### src/rtl/branch_predict_unit.sv
// Direct-mapped branch target buffer with 2-bit counters, plus execute-stage
// branch resolution, redirect generation and performance counters.
module branch_predict_unit #(
    parameter int PC_W    = 9,
    parameter int ENTRIES = 16
) (
    input  logic            clk,
    input  logic            reset_n,
    input  logic [PC_W-1:0] fetch_pc,
    output logic            pred_taken,
    output logic [31:0]     pred_target,
    input  logic            ex_valid,
    input  logic [PC_W-1:0] Cur_PC,
    input  logic [31:0]     Imm,
    input  logic            Branch,
    input  logic            JalrSel,
    input  logic            HaltSel,
    input  logic [31:0]     AluResult,
    input  logic            ex_pred_taken,
    input  logic [31:0]     ex_pred_target,
    output logic [31:0]     PC_Imm,
    output logic [31:0]     PC_Four,
    output logic [31:0]     BrPC,
    output logic            PcSel,
    output logic [31:0]     br_count,
    output logic [31:0]     mispred_count
);

    localparam int IDX_W = $clog2(ENTRIES);
    localparam int TAG_W = PC_W - IDX_W - 2;

    logic             valid_q  [ENTRIES];
    logic             valid_d  [ENTRIES];
    logic [TAG_W-1:0] tag_q    [ENTRIES];
    logic [TAG_W-1:0] tag_d    [ENTRIES];
    logic [31:0]      target_q [ENTRIES];
    logic [31:0]      target_d [ENTRIES];
    logic [1:0]       ctr_q    [ENTRIES];
    logic [1:0]       ctr_d    [ENTRIES];
    logic [31:0]      br_count_q, br_count_d;
    logic [31:0]      mispred_count_q, mispred_count_d;

    logic [31:0]      pcf, fetch_pcf;
    logic [IDX_W-1:0] fidx, uidx;
    logic [TAG_W-1:0] ftag, utag;
    logic             fhit, uhit;
    logic             actual_taken, mispredict, do_update;
    logic [31:0]      actual_target;

    assign pcf       = {{(32-PC_W){1'b0}}, Cur_PC};
    assign fetch_pcf = {{(32-PC_W){1'b0}}, fetch_pc};

    assign fidx = fetch_pc[IDX_W+1:2];
    assign ftag = fetch_pc[PC_W-1:IDX_W+2];
    assign uidx = Cur_PC[IDX_W+1:2];
    assign utag = Cur_PC[PC_W-1:IDX_W+2];

    // Prediction reads only registered state, so a same-cycle update is not visible.
    assign fhit        = valid_q[fidx] && (tag_q[fidx] == ftag);
    assign pred_taken  = fhit && ctr_q[fidx][1];
    assign pred_target = pred_taken ? target_q[fidx] : fetch_pcf + 32'd4;

    assign PC_Imm  = HaltSel ? pcf : pcf + Imm;
    assign PC_Four = HaltSel ? pcf : pcf + 32'd4;

    always_comb begin
        actual_taken = HaltSel || JalrSel || (Branch && AluResult[0]);
        if (HaltSel)
            actual_target = pcf;
        else if (JalrSel)
            actual_target = AluResult;
        else if (Branch && AluResult[0])
            actual_target = PC_Imm;
        else
            actual_target = PC_Four;
    end

    assign mispredict = ex_valid && ((actual_taken != ex_pred_taken) ||
                        (actual_taken && (ex_pred_target != actual_target)));
    assign PcSel      = (ex_valid && HaltSel) || mispredict;
    assign BrPC       = actual_target;

    assign do_update = ex_valid && !HaltSel && (Branch || JalrSel);
    assign uhit      = valid_q[uidx] && (tag_q[uidx] == utag);

    always_comb begin
        valid_d         = valid_q;
        tag_d           = tag_q;
        target_d        = target_q;
        ctr_d           = ctr_q;
        br_count_d      = br_count_q;
        mispred_count_d = mispred_count_q;

        if (do_update) begin
            br_count_d = br_count_q + 32'd1;
            if (uhit) begin
                if (JalrSel)
                    ctr_d[uidx] = 2'b11;
                else if (actual_taken && (ctr_q[uidx] != 2'b11))
                    ctr_d[uidx] = ctr_q[uidx] + 2'd1;
                else if (!actual_taken && (ctr_q[uidx] != 2'b00))
                    ctr_d[uidx] = ctr_q[uidx] - 2'd1;
                if (actual_taken)
                    target_d[uidx] = actual_target;
            end else if (actual_taken) begin
                valid_d[uidx]  = 1'b1;
                tag_d[uidx]    = utag;
                target_d[uidx] = actual_target;
                ctr_d[uidx]    = JalrSel ? 2'b11 : 2'b10;
            end
        end

        // A halt reports as mispredicted but must leave the statistics frozen.
        if (mispredict && !HaltSel)
            mispred_count_d = mispred_count_q + 32'd1;
    end

    always_ff @(posedge clk) begin
        if (!reset_n) begin
            for (int unsigned i = 0; i < ENTRIES; i++) begin
                valid_q[i]  <= 1'b0;
                tag_q[i]    <= '0;
                target_q[i] <= '0;
                ctr_q[i]    <= 2'b01;
            end
            br_count_q      <= '0;
            mispred_count_q <= '0;
        end else begin
            valid_q         <= valid_d;
            tag_q           <= tag_d;
            target_q        <= target_d;
            ctr_q           <= ctr_d;
            br_count_q      <= br_count_d;
            mispred_count_q <= mispred_count_d;
        end
    end

    assign br_count      = br_count_q;
    assign mispred_count = mispred_count_q;

endmodule

### config.mk
export PLATFORM = sky130hd
export DESIGN_NAME = branch_predict_unit
export DESIGN_NICKNAME = d
export VERILOG_FILES = /design/src/rtl/branch_predict_unit.sv
export SDC_FILE = /design/constraint.sdc
export NUM_CORES = 2
export LEC_CHECK = 0
export CAP_MARGIN = 30
export CORE_MARGIN = 1
export CORE_UTILIZATION = 52
export CTS_CLUSTER_SIZE = 8
export DETAILED_ROUTE_END_ITERATION = 16
export GPL_ROUTABILITY_DRIVEN = 0
export MAX_ROUTING_LAYER = met4
export PLACE_DENSITY = 0.76
export SLEW_MARGIN = 25
export SYNTH_ARGS = -nofsm -noshare
export SYNTH_HDL_FRONTEND = slang
export SYNTH_SLANG_ARGS = --single-unit
### constraint.sdc
create_clock -name clk -period 5.8 [get_ports clk]
set_input_delay 1.16 -clock clk [delete_from_list [all_inputs] [get_ports clk]]
set_output_delay 1.16 -clock clk [all_outputs]
set_load 0.03 [all_outputs]
======== Yosys cells after proc, flatten, opt, wreduce, memory -nomap -nowiden ========
Index checks and enable logic that the tools add are counted.
storage, ports and cells
  register bits ........................... 672
  bits of input ports ..................... 121
  output and inout bits ................... 194
  logic and storage cells ................. 158
operators by class
  add/sub/neg operators ................... 7
  $lt $le $gt $ge ......................... 3
  eq/ne operators ......................... 6
  muxes and demuxes ....................... 46
  bitwise operators ....................... 5
  reduce and logical (&&, ||, !) cells .... 25
operators with widths
  operator                                                         count
  512-bit bitwise mux                                              1
  32-bit 2-to-1 mux                                                13
  32-bit binary-select mux with 4-bit select                       1
  32-bit demux with 4-bit select                                   1
  32-bit bitwise mux                                               3
  32-bit by 1-bit adder with 32-bit output, second input constant  2
  48-bit bitwise mux                                               1
  9-bit by 32-bit adder with 32-bit output                         1
  32-bit != test                                                   1
  32-bit bitwise OR                                                1
  3-bit binary-select mux with 4-bit select                        2
  9-bit by 3-bit adder with 10-bit output, second input constant   2
  2-bit binary-select mux with 4-bit select                        2
  16-bit bitwise OR                                                1
  3-bit 2-to-1 mux                                                 5
  1-bit logical AND                                                13
  3-bit demux with 4-bit select                                    1
  5-bit >= comparator, second input constant                       2
  10-bit 2-to-1 mux                                                1
  2-bit 2-to-1 mux                                                 5
  4-bit NOT with 5-bit output                                      2
  1-bit binary-select mux with 4-bit select                        2
  2-bit demux with 4-bit select                                    1
  3-bit equality test                                              2
  14 further kinds                                                 26

======== Depth between registers and ports, before layout ========
  word-level depth ........................ 10
  mapped depth ............................ 16
  mapped depth without buffers ............ 13

======== Worst setup path before layout ========
Ideal clock, no wire load.
  path kind ............................... in2out
  start point ............................. input Cur_PC[2]
  end point ............................... output PcSel
  data arrival time ....................... 4,563 ps
  setup slack ............................. 77 ps
  stages on the path ...................... 14
  path buffers ............................ 2
  path through ............................ buf_2 buf_1 inv_1 ha_1 inv_1 o21ai_0 and3_1 a2111oi_0 a2111oi_0 o2111ai_1 or4_1 nor4_2 a21oi_2 a21o_1
between the ends
  word-level cells in the longest chain between the ends .. 10
  elaborated cells between the ends (all ways) .. 12
  those cells by class .................... 2 x add/sub; 1 x eq/ne; 5 x mux; 4 x reduce/logical
RTL lines
  item                                                                                                 line    RTL
  from (decl)                                                                                          13      input logic [PC_W-1:0] Cur_PC,
  9-bit by 32-bit adder with 32-bit output or 9-bit by 3-bit adder with 10-bit output (tied branches)  63, 64
  32-bit 2-to-1 mux or 10-bit 2-to-1 mux (tied branches)                                               63, 64
  32-bit 2-to-1 mux                                                                                    72      else if (Branch && AluResult[0])
  32-bit 2-to-1 mux                                                                                    70      else if (JalrSel)
  32-bit 2-to-1 mux *                                                                                  68      if (HaltSel)
  32-bit != test *                                                                                     79      (actual_taken && (ex_pred_target != actual_target)));
  1-bit logical AND *                                                                                  79
  1-bit logical OR *                                                                                   78      assign mispredict = ex_valid && ((actual_taken != ex_pred_taken) ||
  1-bit logical AND *                                                                                  78
  1-bit logical OR *                                                                                   80      assign PcSel = (ex_valid && HaltSel) || mispredict;
  to (decl)                                                                                            24      output logic PcSel,
Mark *: on every way between the ends. The rest lies on a longest branch, timed or not.

======== Final worst setup path ========
  start point ............................. input Cur_PC[0]
  end point ............................... output PcSel
Same word-level chain as after synthesis.

==> summary.txt <==
Detailed routing
  • DRC: 0
  • Max Used Layer: met4
  • Met3 WL post-DR: 10.6 mm
  • DR WL met2: 50.4 mm
  • DRT Pass-1 Iters: 14
  • Vias per inst: 6.32
  • Via count: 30318
  • Initial DRC count: 3387
  • Detail Route Antenna Nets: 0
  • Met1 WL: 42.7 mm
  • Final wirelength: 110 mm
  • Post-DR wirelength/cell: 23.0 µm

Floorplan
  • Starting density of the core: 52.6%
  • Chip Width: 255 µm
  • Core area: 63100 µm²
  • Die area: 64900 µm²
  • Die height: 255 µm
  • Ports: 315
  • Placement Rows: 92

CTS
  • Hold_buf cts: 0
  • H-tree depth: 3
  • Max Buffers Root-to-Sink: 3
  • CTS sink cnt: 672
  • Worst-path clk slew: 50 ps
  • Root Buffer: clkbuf_16
  • Num CTS Buffers: 94
  • CTS tree: built
  • Later-pin clock latency in the skew report: 650 ps

Setup path
  • Reg-to-reg slack, setup: 2320 ps
  • Crit-path max FO: 3
  • Worst reg2reg startpoint: tag_q[9]
  • WS Path Type: primary input to output port
  • Worst path slowest cell: or4_4
  • Critical path arrival: 4650 ps
  • Setup crit end kind: output port
  • Most Frequent Cell on Critical Path: buf_4
  • Max incr delay on CP: 520 ps
  • Worst reg2reg endpoint: ctr_q[10]
  • Critical Path RT: 4640 ps
  • Crit-path cells: buf_8, ha_4, fa_2, a21oi_4, buf_4, o22ai_2, o211ai_1, buf_4, o21ai_1, o311a_1, a311o_1, or4_4, nor4_4, a21oi_2, a21o_1, buf_6
  • Number of cells on the critical path: 16
  • CP top delay family: compound AO/OA/AOI/OAI gates
  • Bufs and invs on worst path: 4
  • Worst Setup Start Kind: primary input
  • R2R depth: 9

GRT
  • Initial antenna violation count: 1
  • Gr usage total: 34.7%
  • Largest net degree at the start of global routing: 162
  • Gr ovfl total: 0
  • Vias in the first global route: 29149
  • First-pass GRT wire length: 169 mm

STA
  • Crit share post-route: 100%
  • Max Slew Vio Count: 0
  • Fmax: 172 MHz
  • Worst hold slack: 452 ps
  • Final WS setup: -6.87 ps
  • Post-route minimum period: 5810 ps
  • RSZ-0062 raised after global routing: true
  • Final count of hold timing violations: 0
  • Worst slew pin tran: 1080 ps
  • Final setup fails: 1
  • Setup TNS Final: -6.87 ps
  • Slew Limit Headroom: 27.3%
  • Clock skew: 43.2 ps

Power
  • Sw power: 2850 µW
  • P per Cell Area: 266 nW/µm²
  • Leakage: 0.0145 µW
  • Comb power frac: 13.1%
  • Flop pwr share: 42.9%
  • Peak supply drop: 0.290 mV
  • Internal power: 8140 µW
  • Clk pwr share: 44.0%
  • Sw Share: 25.9%

Logic synthesis
  • Compound-gate portion of the synthesized area: 18.6%
  • Yosys cell types: 90
  • Async S/R FF share, synth: 0%
  • Post-synth EDFFs: 0
  • Post-Synthesis Cells: 3619
  • Seq/Total Area, Yosys: 40.5%
  • Mux share of post-synthesis cell area: 16.0%
  • Largest family of logic cells by synthesized area: compound AO/OA/AOI/OAI gates
  • Synth Area in Adders: 0.739%
  • FF+latch count, synth: 672
  • Post-synthesis simple-gate area fraction: 16.7%
  • Post-synthesis cell area: 33200 µm²
  • Most used DFF post-synth: dfxtp_1
  • Syn avg cell area: 9.17 µm²
  • Warnings, synthesis: 0
  • Post-Synth XOR/XNOR Area: 1.95%

Cells and area
  • Nets@finish: 4083
  • Finished Core Util: 65.6%
  • Cell Count, Final, Fillers Out: 4796
  • Commonest non-fill, non-tap cell in the layout: nor2_1
  • Layout area overhead: 24.7%
  • Ant diodes: 0
  • Commonest non-fill, non-tap cells in the layout: nor2_1 (707), dfxtp_1 (672), a211oi_1 (470), buf_4 (316), nand2_1 (231)
  • Share of layout cells above drive strength 1: 20.1%

Hold path
  • Hold Path Depth: 2
  • Worst hold path class: register to register
  • Hold worst-path end: target_q[189]
  • Worst hold path startpoint: target_q[189]

Placement
  • DP HPWL: 70.7 mm
  • Cell total after placement: 4675
  • Count of input and output buffers: 292

Run status
  • Status: finished, violations left
  • Failing checks: setup timing

Run
  • Max-cap violation count: 0
==> stage by stage <==
step	cell area (µm²)	total power [µW]	worst slack, ps
finish	41400	11000	-6.87
global route	41400	11300	-96.0
CTS	41000	11000	5.53
detailed placement	38200	6130	-514
global placement	38200	6120	-473
floorplan	33300	5540	76.9
==> cell type report <==
class,count,area [µm²]
repair buffers,572,5340
multi-input cells,2519,18700
inverters,84,323
clock buffers,98,2410
clock inverters,5,101
well taps,846,1060
fillers,4999,21700
flip-flops and latches,672,13500
==> registers in the layout (all words and copies together) (netlist names) <==
signal / cells
br_count: 32
ctr_q: 32
mispred_count: 32
tag_q: 48
target_q: 512
valid_q: 16
==> how the worst max path moves through the flow <==
stage	end	startpoint
final	PcSel	Cur_PC[0]
after global placement	PcSel	Cur_PC[0]
after floorplan	PcSel	Cur_PC[2]
after CTS	PcSel	Imm[5]
after global routing	PcSel	Branch
after detailed placement	PcSel	Cur_PC[0]
==> worst reg2reg max path, cell delays in order, from the launching register on <==
cell      delay (ps)
dfxtp_1          330
mux4_2           490
mux4_2           500
xnor2_1          140
and4_1           310
o21ai_0          120
nor2_1           530
nand2b_1         460
o21ai_0          300
o211ai_1         120
==> synth_stat cells, drive strengths merged (7+ instances only) <==
library cell    n  share of area, %
nor2          723               8.2
dfxtp         672                41
a211oi        472                11
clkbuf        283               3.2
nand2         233               2.6
mux4          205                14
a21oi         141               2.1
inv            84              0.95
buf            82               1.3
o21ai          74               1.1
mux2i          65               2.0
nand3          59              0.89
nand2b         46              0.87
xor2           40               1.1
xnor2          34              0.90
nor2b          31              0.58
and3           23              0.43
nand4          23              0.48
nor3           23              0.39
o211ai         23              0.52
o41ai          20              0.53
ha             18              0.68
o311ai         18              0.47
or3            18              0.34
and4           15              0.40
and2           14              0.26
nor4           14              0.33
o21a           14              0.32
a2111oi        13              0.40
or4            12              0.28
a21o            9              0.20
a31oi           8              0.17
nand3b          7              0.16
o31ai           7              0.17
==> per-layer routing <==
layer,vias to the layer above,GRT usage [%]
met1,14541,42.7
li1,13727,-
met5,-,-
met4,0,18.4
met2,1632,53.0
met3,418,8.02
==> logic make-up (layout without fill, tap and decap cells) <==
family,Yosys count,count (layout)
AND/OR/NAND/NOR,1260,1260
buffers and inverters,449,759
flip-flops,672,672
other,1,22
adder cells (fa/ha/maj),19,19
XOR/XNOR,74,74
AO/OA/AOI/OAI,869,869
multiplexers,275,275
==> power groups by stage <==
stage	combinational (µW)	clock [µW]	sequential [µW]
final	1440	4840	4710
after global routing	1510	5090	4710
after detailed placement	1330	0	4800
after CTS	1360	4880	4710
after floorplan	748	0	4790
after global placement	1320	0	4800
==> what timing repair did <==
item	CTS	global route
pin swaps	29	34
setup buffers	11	10
endpoints found under the setup margin	2	2
gates resized for setup	69	69
Power figures use the tool's default switching activity.
